`src/rtl/jtag_bus_master_pkg.sv`:
```
// Shared definitions for the debug bus master: FSM encoding, default widths,
// timeout counter sizing and the completion error code.
package jtag_bus_master_pkg;

    localparam int unsigned ADDR_W_DEFAULT  = 32;
    localparam int unsigned DATA_W_DEFAULT  = 32;
    localparam int unsigned TIMEOUT_DEFAULT = 256;

    typedef enum logic [1:0] {
        StIdle,
        StIssue,
        StWaitAck,
        StDone
    } state_e;

    localparam logic ERR_NONE = 1'b0;
    localparam logic ERR_FAIL = 1'b1;

    function automatic int unsigned timeout_cnt_w(input int unsigned cycles);
        return (cycles > 1) ? $clog2(cycles) : 1;
    endfunction

    localparam int unsigned TIMEOUT_W_DEFAULT = timeout_cnt_w(TIMEOUT_DEFAULT);

endpackage

```
`src/rtl/jtag_bus_timeout.sv`:
```
// Wait-for-ack watchdog: counts enabled cycles and flags the last allowed one.
module jtag_bus_timeout
    import jtag_bus_master_pkg::*;
#(
    parameter int unsigned TIMEOUT_CYCLES = TIMEOUT_DEFAULT
) (
    input  logic clk,
    input  logic rst_n,
    input  logic clear,
    input  logic enable,
    output logic expired
);

    localparam int unsigned CntW = timeout_cnt_w(TIMEOUT_CYCLES);
    localparam logic [CntW-1:0] Last = CntW'(TIMEOUT_CYCLES - 1);

    logic [CntW-1:0] count_q, count_d;

    // Expiry is combinational so the FSM can abort in the same cycle.
    assign expired = enable && (count_q == Last);

    always_comb begin
        count_d = count_q;
        if (clear) begin
            count_d = '0;
        end else if (enable && !expired) begin
            count_d = count_q + CntW'(1);
        end
    end

    always_ff @(posedge clk) begin
        if (!rst_n) begin
            count_q <= '0;
        end else begin
            count_q <= count_d;
        end
    end

endmodule

```
`src/rtl/jtag_bus_master.sv`:
```
// Converts four-phase debug memory requests into single-beat system bus
// transactions, holding the core pipeline while the bus is borrowed.
module jtag_bus_master
    import jtag_bus_master_pkg::*;
#(
    parameter int unsigned ADDR_W         = ADDR_W_DEFAULT,
    parameter int unsigned DATA_W         = DATA_W_DEFAULT,
    parameter int unsigned TIMEOUT_CYCLES = TIMEOUT_DEFAULT
) (
    input  logic              clk,
    input  logic              rst_n,
    input  logic              dbg_req_i,
    input  logic              dbg_we_i,
    input  logic [ADDR_W-1:0] dbg_addr_i,
    input  logic [DATA_W-1:0] dbg_wdata_i,
    output logic              dbg_ack_o,
    output logic [DATA_W-1:0] dbg_rdata_o,
    output logic              dbg_err_o,
    output logic              bus_req_o,
    output logic              bus_we_o,
    output logic [ADDR_W-1:0] bus_addr_o,
    output logic [DATA_W-1:0] bus_wdata_o,
    input  logic [DATA_W-1:0] bus_rdata_i,
    input  logic              bus_ack_i,
    output logic              hold_o
);

    state_e            state_q, state_d;
    logic              req_seen_q, req_seen_d;
    logic              we_q, we_d;
    logic [ADDR_W-1:0] addr_q, addr_d;
    logic [DATA_W-1:0] wdata_q, wdata_d;
    logic [DATA_W-1:0] rdata_q, rdata_d;
    logic              err_q, err_d;
    logic              tmo_clear, tmo_enable, tmo_expired;

    jtag_bus_timeout #(
        .TIMEOUT_CYCLES(TIMEOUT_CYCLES)
    ) u_timeout (
        .clk    (clk),
        .rst_n  (rst_n),
        .clear  (tmo_clear),
        .enable (tmo_enable),
        .expired(tmo_expired)
    );

    always_comb begin
        state_d    = state_q;
        req_seen_d = req_seen_q;
        we_d       = we_q;
        addr_d     = addr_q;
        wdata_d    = wdata_q;
        rdata_d    = rdata_q;
        err_d      = err_q;
        tmo_clear  = 1'b0;
        tmo_enable = 1'b0;

        unique case (state_q)
            StIdle: begin
                // req_seen forces a low phase between accesses.
                if (dbg_req_i && !req_seen_q) begin
                    req_seen_d = 1'b1;
                    we_d       = dbg_we_i;
                    addr_d     = dbg_addr_i;
                    wdata_d    = dbg_wdata_i;
                    if (dbg_addr_i[1:0] != 2'b00) begin
                        rdata_d = '0;
                        err_d   = ERR_FAIL;
                        state_d = StDone;
                    end else begin
                        state_d = StIssue;
                    end
                end
            end
            StIssue: begin
                tmo_clear = 1'b1;
                state_d   = StWaitAck;
            end
            StWaitAck: begin
                tmo_enable = 1'b1;
                // Ack takes priority over a coincident timeout.
                if (bus_ack_i) begin
                    rdata_d = we_q ? '0 : bus_rdata_i;
                    err_d   = ERR_NONE;
                    state_d = StDone;
                end else if (tmo_expired) begin
                    rdata_d = '0;
                    err_d   = ERR_FAIL;
                    state_d = StDone;
                end
            end
            StDone: begin
                if (!dbg_req_i) begin
                    req_seen_d = 1'b0;
                    state_d    = StIdle;
                end
            end
            default: state_d = StIdle;
        endcase
    end

    always_ff @(posedge clk) begin
        if (!rst_n) begin
            state_q    <= StIdle;
            req_seen_q <= 1'b0;
            we_q       <= 1'b0;
            addr_q     <= '0;
            wdata_q    <= '0;
            rdata_q    <= '0;
            err_q      <= 1'b0;
        end else begin
            state_q    <= state_d;
            req_seen_q <= req_seen_d;
            we_q       <= we_d;
            addr_q     <= addr_d;
            wdata_q    <= wdata_d;
            rdata_q    <= rdata_d;
            err_q      <= err_d;
        end
    end

    assign dbg_ack_o   = (state_q == StDone);
    assign dbg_rdata_o = rdata_q;
    assign dbg_err_o   = err_q;
    assign bus_req_o   = (state_q == StWaitAck);
    assign bus_we_o    = we_q;
    assign bus_addr_o  = addr_q;
    assign bus_wdata_o = wdata_q;
    assign hold_o      = (state_q == StIssue) || (state_q == StWaitAck);

endmodule

```
`config.mk`:
```
export PLATFORM = sky130hd
export DESIGN_NAME = jtag_bus_master
export DESIGN_NICKNAME = d
export VERILOG_FILES = /design/src/rtl/jtag_bus_master_pkg.sv /design/src/rtl/jtag_bus_timeout.sv /design/src/rtl/jtag_bus_master.sv
export SDC_FILE = /design/constraint.sdc
export NUM_CORES = 1
export LEC_CHECK = 0
export BUFFER_PORTS_ARGS = -buffer_cell sky130_fd_sc_hd__buf_2
export CAP_MARGIN = 15
export CORE_MARGIN = 8
export CORE_UTILIZATION = 48
export CTS_CLUSTER_SIZE = 12
export DETAILED_ROUTE_END_ITERATION = 10
export GPL_ROUTABILITY_DRIVEN = 1
export HOLD_SLACK_MARGIN = 0.05
export PLACE_DENSITY = 0.82
export SETUP_SLACK_MARGIN = 0.3
export SLEW_MARGIN = 20
export SYNTH_ARGS = -nofsm -noshare
export SYNTH_HDL_FRONTEND = slang
export SYNTH_SLANG_ARGS = --single-unit
```
`constraint.sdc`:
```
create_clock -name clk -period 2.9 [get_ports clk]
set_input_delay 0.58 -clock clk [delete_from_list [all_inputs] [get_ports clk]]
set_output_delay 0.58 -clock clk [all_outputs]
set_load 0.01 [all_outputs]
```
-- After elaboration in Yosys (flattened, before gate mapping)
Cells that the tools add are included.
- add/subtract/negate cells: 1
- eq/ne operators: 8
- mux-type cells: 22
- bitwise gates (word level): 1
- reductions and logical operators: 15
- operator list (cell ; count):
    $mux 32 ; 5
    $pmux 32 s2 ; 1
    $mux 2 ; 5
    $add 8x1->8 const B ; 1
    $eq 8x8->1 const B ; 1
    $mux 1 ; 8
    $pmux 2 s4 ; 1
    $ne 2x2->1 const B ; 3
    $reduce_and 3->1 ; 2
    $reduce_bool 2->1 ; 3
    $eq 2x2->1 const B ; 2
    $pmux 1 s2 ; 2
    $reduce_and 4->1 ; 1
    $logic_and 1x1->1 ; 3
    $ne 3x1->1 const B ; 1
    $eq 2x1->1 const B ; 1
    $logic_not 1->1 ; 2
    $logic_not 2->1 ; 1
    $reduce_and 2->1 ; 1
    $reduce_or 2->1 ; 1
    $logic_or 1x1->1 ; 1
    $not 1->1 ; 1
- register bits after elaboration: 109
- bits of input ports: 101
- output and inout bits: 101
- logic and storage cells: 55

-- Depth between registers and ports, before layout
- depth after elaboration: 6
- mapped depth: 8
- mapped depth without buffers: 6

-- Modules after synthesis
Synthesis repeated with hierarchy kept, for this count alone.
- cell total of the unflattened synthesis: 509
- area, all modules: 4235.3 sq um
- modules (own cells, without submodules) (module ; instances ; cells an instance ; area each (sq um)):
    jtag_bus_master ; 1 ; 460 ; 3801.1
    jtag_bus_timeout ; 1 ; 49 ; 434.2

-- Least setup slack after synthesis
OpenSTA, ideal clock, no wires.
- kind: register to register
- start: register state_q[0]
- end: register u_timeout.count_q[6]
- arrival time: 1.627 ns
- required time: 2.830 ns
- slack: 1.203 ns
- cell stages (with the launch flop): 7
- path buffers: 1
- cells stage by stage: dfxtp_1 > inv_1 > ha_1 > buf_6 > o21ai_4 > or4_2 > a21oi_1
- longest elaborated chain between the ends: 5
- elaborated cells between the ends (all ways): 8
- classes of those cells: eq/ne: 2; mux: 2; reduce/logical: 4
- ends and longest elaborated chain (what ; line ; source):
    start: declaration ; jtag_bus_master.sv:28 ; state_e state_q, state_d;
    start signal: assignment ; jtag_bus_master.sv:104 ; state_q <= StIdle;
    start signal: assignment ; jtag_bus_master.sv:112 ; state_q <= state_d;
    $eq 2x2->1 * ; - ;
    via bus_req_o ; jtag_bus_master.sv:19 ; output logic bus_req_o,
    $mux 1 * ; jtag_bus_master.sv:58 ; unique case (state_q)
    $logic_and 1x1->1 ; jtag_bus_timeout.sv:20 ; assign expired = enable && (count_q == Last);
    $logic_not 1->1 ; jtag_bus_timeout.sv:26 ; end else if (enable && !expired) begin
    $logic_and 1x1->1 * ; jtag_bus_timeout.sv:26 ;
    end signal: assignment ; jtag_bus_timeout.sv:35 ; count_q <= count_d;
    end: declaration ; jtag_bus_timeout.sv:17 ; logic [CntW-1:0] count_q, count_d;
The timed path passes the listed nets; every way through them passes the cells marked *.
A chain may end at the register's enable or synchronous reset.

-- Worst setup path after layout
- start: register u_timeout.count_q[1]
- end: register rdata_q[1] (netlist: dbg_rdata_o[1])
- longest elaborated chain between the ends: 4
- ends and longest elaborated chain (what ; line ; source):
    $eq 8x8->1 ; jtag_bus_timeout.sv:20 ;
    $logic_and 1x1->1 ; jtag_bus_timeout.sv:20 ;
    $ne 3x1->1 (no line) ; - ;
    $reduce_and 4->1 (no line) ; - ;
    end signal: assignment ; jtag_bus_master.sv:117 ; rdata_q <= rdata_d;
    end: declaration ; jtag_bus_master.sv:33 ; logic [DATA_W-1:0] rdata_q, rdata_d;
Every way passes these cells.

==> impl_metrics.json <==
{
  "initial_core_util_pct": 48.9,
  "slew_viol_final": 0,
  "gp_congestion": 0.801,
  "clk_latency_ns": 0.36,
  "min_path_type": "primary input to register",
  "cts_resized": 0,
  "max-clock-path-buffers": 2,
  "synth_seq_cells": 109,
  "die_area_sq_um": 12600,
  "port_buffers": 201,
  "drive_above_1_share_pct": 33.7,
  "insertedDiodeCount": 0,
  "fp.dieW_um": 112,
  "final_nets": 791,
  "vias": 3923,
  "core_area_sq_um": 9110,
  "grt_pass1_wl_um": 18800,
  "finalSetupTns_ns": 0,
  "ys_warn_count": 0,
  "p_leak_nw": 2.57,
  "htree_levels": 3,
  "drtPass1Iterations": 5,
  "finalNonFillerCells": 800,
  "syn_to_final_growth_pct": 26.8,
  "syn-instance-count": 499,
  "path_class": "register to register",
  "yosysTopAreaCellShare_pct": 49.0,
  "crit_fanout": 33,
  "multi_input_area_sq_um": 2020,
  "via_per_inst": 4.90,
  "regArea_sq_um": 2180,
  "synthesis.area_sq_um": 4450,
  "grt_overflow": 0,
  "fmaxAchievable_mhz": 494,
  "drt_iter0_markers": 198,
  "netlist_top_cells_area": "dfxtp_1 49%, nand2_1 17%, a21boi_0 11%",
  "synth_top_cell_by_area": "dfxtp_1",
  "wirelength_um": 11700,
  "rsz0062_at_grt": "false",
  "grt_pass1_vias": 4033,
  "critical_path.endpoint_type": "register",
  "wire_per_inst_um": 14.6,
  "cts_setup_buffers": 0,
  "cts_root_buffer": "clkbuf_8",
  "hold_path_depth": 3,
  "syn_avg_cell_area_sq_um": 8.92,
  "postPlaceCellArea_sq_um": 5440,
  "final_area_sq_um": 5640,
  "final_common_cell": "nand2_1",
  "period_share_pct": 69.8,
  "powerDensity_nw_per_um2": 726,
  "critPathArrivalTime_ns": 2.30,
  "reg2reg_depth": 6,
  "hpwl_um": 9040,
  "drv_cap": 0,
  "io_pins": 202,
  "numCtsBuffers": 9,
  "die_y_um": 112,
  "synth_cell_types": 37,
  "cp.required_ns": 3.17,
  "pre_cts_slack_ns": 0.883,
  "grt_usage_pct": 18.0,
  "final_cell_mix": "202 x nand2_1, 201 x buf_2, 109 x dfxtp_1, 66 x a21boi_0, 35 x mux2i_1",
  "hold_viol": 0,
  "antenna_found_initial": 0,
  "cts_sinks": 109,
  "critPathLaunchType": "register",
  "final.min_clock_period_ns": 2.02,
  "ys_seq_area_share_pct": 49.0,
  "finalSetupViolations": 0,
  "vdd_ir_drop_max_v": 0.000355,
  "cts_tree": "yes",
  "drc": 0,
  "placementRows": 35,
  "fin_skew_ns": 0.0149,
  "ant_nets": 0,
  "hold_ws_ns": 0.451,
  "dp.cells": 784,
  "outcome": "completed",
  "cts.clk_slew.worst_paths_ns": 0.11,
  "grt_max_degree": 59,
  "setup_ws_ns": 0.876,
  "cts-hold-fix-buffers": 0,
  "fill_cells": 794,
  "syn_nets": 606,
  "tightest_slew_ns": 0.540,
  "maxSlewHeadroom_pct": 63.9
}
-- synthesized netlist by cell type, drive strengths merged --
cell type,number
a21boi,66
a21o,1
a21oi,2
a2bb2oi,1
and2,2
and2b,1
and4,2
buf,18
clkbuf,13
dfxtp,109
dlygate4sd1,2
ha,6
inv,4
mux2i,35
nand2,203
nand2b,1
nand3,3
nand3b,1
nand4,1
nor2,7
nor2b,1
nor3b,1
o2111ai,1
o211a,1
o211ai,3
o21ai,6
o221ai,1
o31ai,1
or3,1
or4,1
xor2,4
-- power breakdown --
part	internal (mW)	switching, mW	leakage [nW]
clock network	0.430	0.519	0.103
logic	0.530	0.773	1.58
registers	1.72	0.122	0.886
total	2.68	1.41	2.57
-- final timing paths --
kind / slack (ns) / startpoint / endpoint
min: 0.45 / bus_rdata_i[23] / dbg_rdata_o[23]$_SDFFE_PN0P_
max reg2reg: 0.88 / u_timeout.count_q[1]$_SDFFE_PP0P_ / dbg_rdata_o[1]$_SDFFE_PN0P_
max: 0.88 / u_timeout.count_q[1]$_SDFFE_PP0P_ / dbg_rdata_o[1]$_SDFFE_PN0P_
min reg2reg: 0.46 / dbg_rdata_o[19]$_SDFFE_PN0P_ / dbg_rdata_o[19]$_SDFFE_PN0P_
-- layout make-up --
| type | instances | area share, % |
|---|---|---|
| Sequential cell | 109 | 38.7 |
| Timing Repair Buffer | 207 | 19.1 |
| Clock buffer | 10 | 2.44 |
| Tap cell | 111 | 2.46 |
| Clock inverter | 6 | 1.22 |
| Multi-Input combinational cell | 353 | 35.9 |
| Inverter | 4 | 0.266 |
-- through the flow --
step / utilization, % / power (mW)
2_1_floorplan: - / 2.78
5_1_grt: 62.0 / 4.35
3_5_place_dp: 59.7 / 3.20
4_1_cts: 62.0 / 4.14
6_report: 62.0 / 4.09
3_3_place_gp: 59.7 / 3.14
-- registers in the layout, summed over array words and instances (netlist names) --
signal	flops
bus_addr_o	32
bus_wdata_o	32
bus_we_o	1
dbg_err_o	1
dbg_rdata_o	32
req_seen_q	1
state_q	2
u_timeout.count_q	8
-- critical path: stages (launching register included) --
cell       delay (ns)
dfxtp_1          0.39
ha_1             0.25
nand3_2          0.14
o21ai_4          0.27
a2bb2oi_4        0.15
buf_4            0.46
mux2i_1          0.26
-- metal layers --
layer | global-route usage, % | wire length [um]
met5 | 0 | 0
met4 | 6.74 | 231
met3 | 9.39 | 1350
met2 | 31.0 | 5510
met1 | 18.2 | 4630
-- kinds of logic (layout without fill, tap and decap cells) --
group / after synthesis / after routing / synth area share [%]
AOI/OAI and AO/OA: 83 / 83 / 14.3
xor gates and xnor gates: 4 / 4 / 0.787
adders and majority gates: 6 / 6 / 1.69
buffers and inverters: 37 / 227 / 5.73
DFF: 109 / 109 / 49.0
muxes: 35 / 35 / 7.87
and+or+nand+nor: 225 / 225 / 20.6
Note: power is estimated with default switching activity, not from simulation.
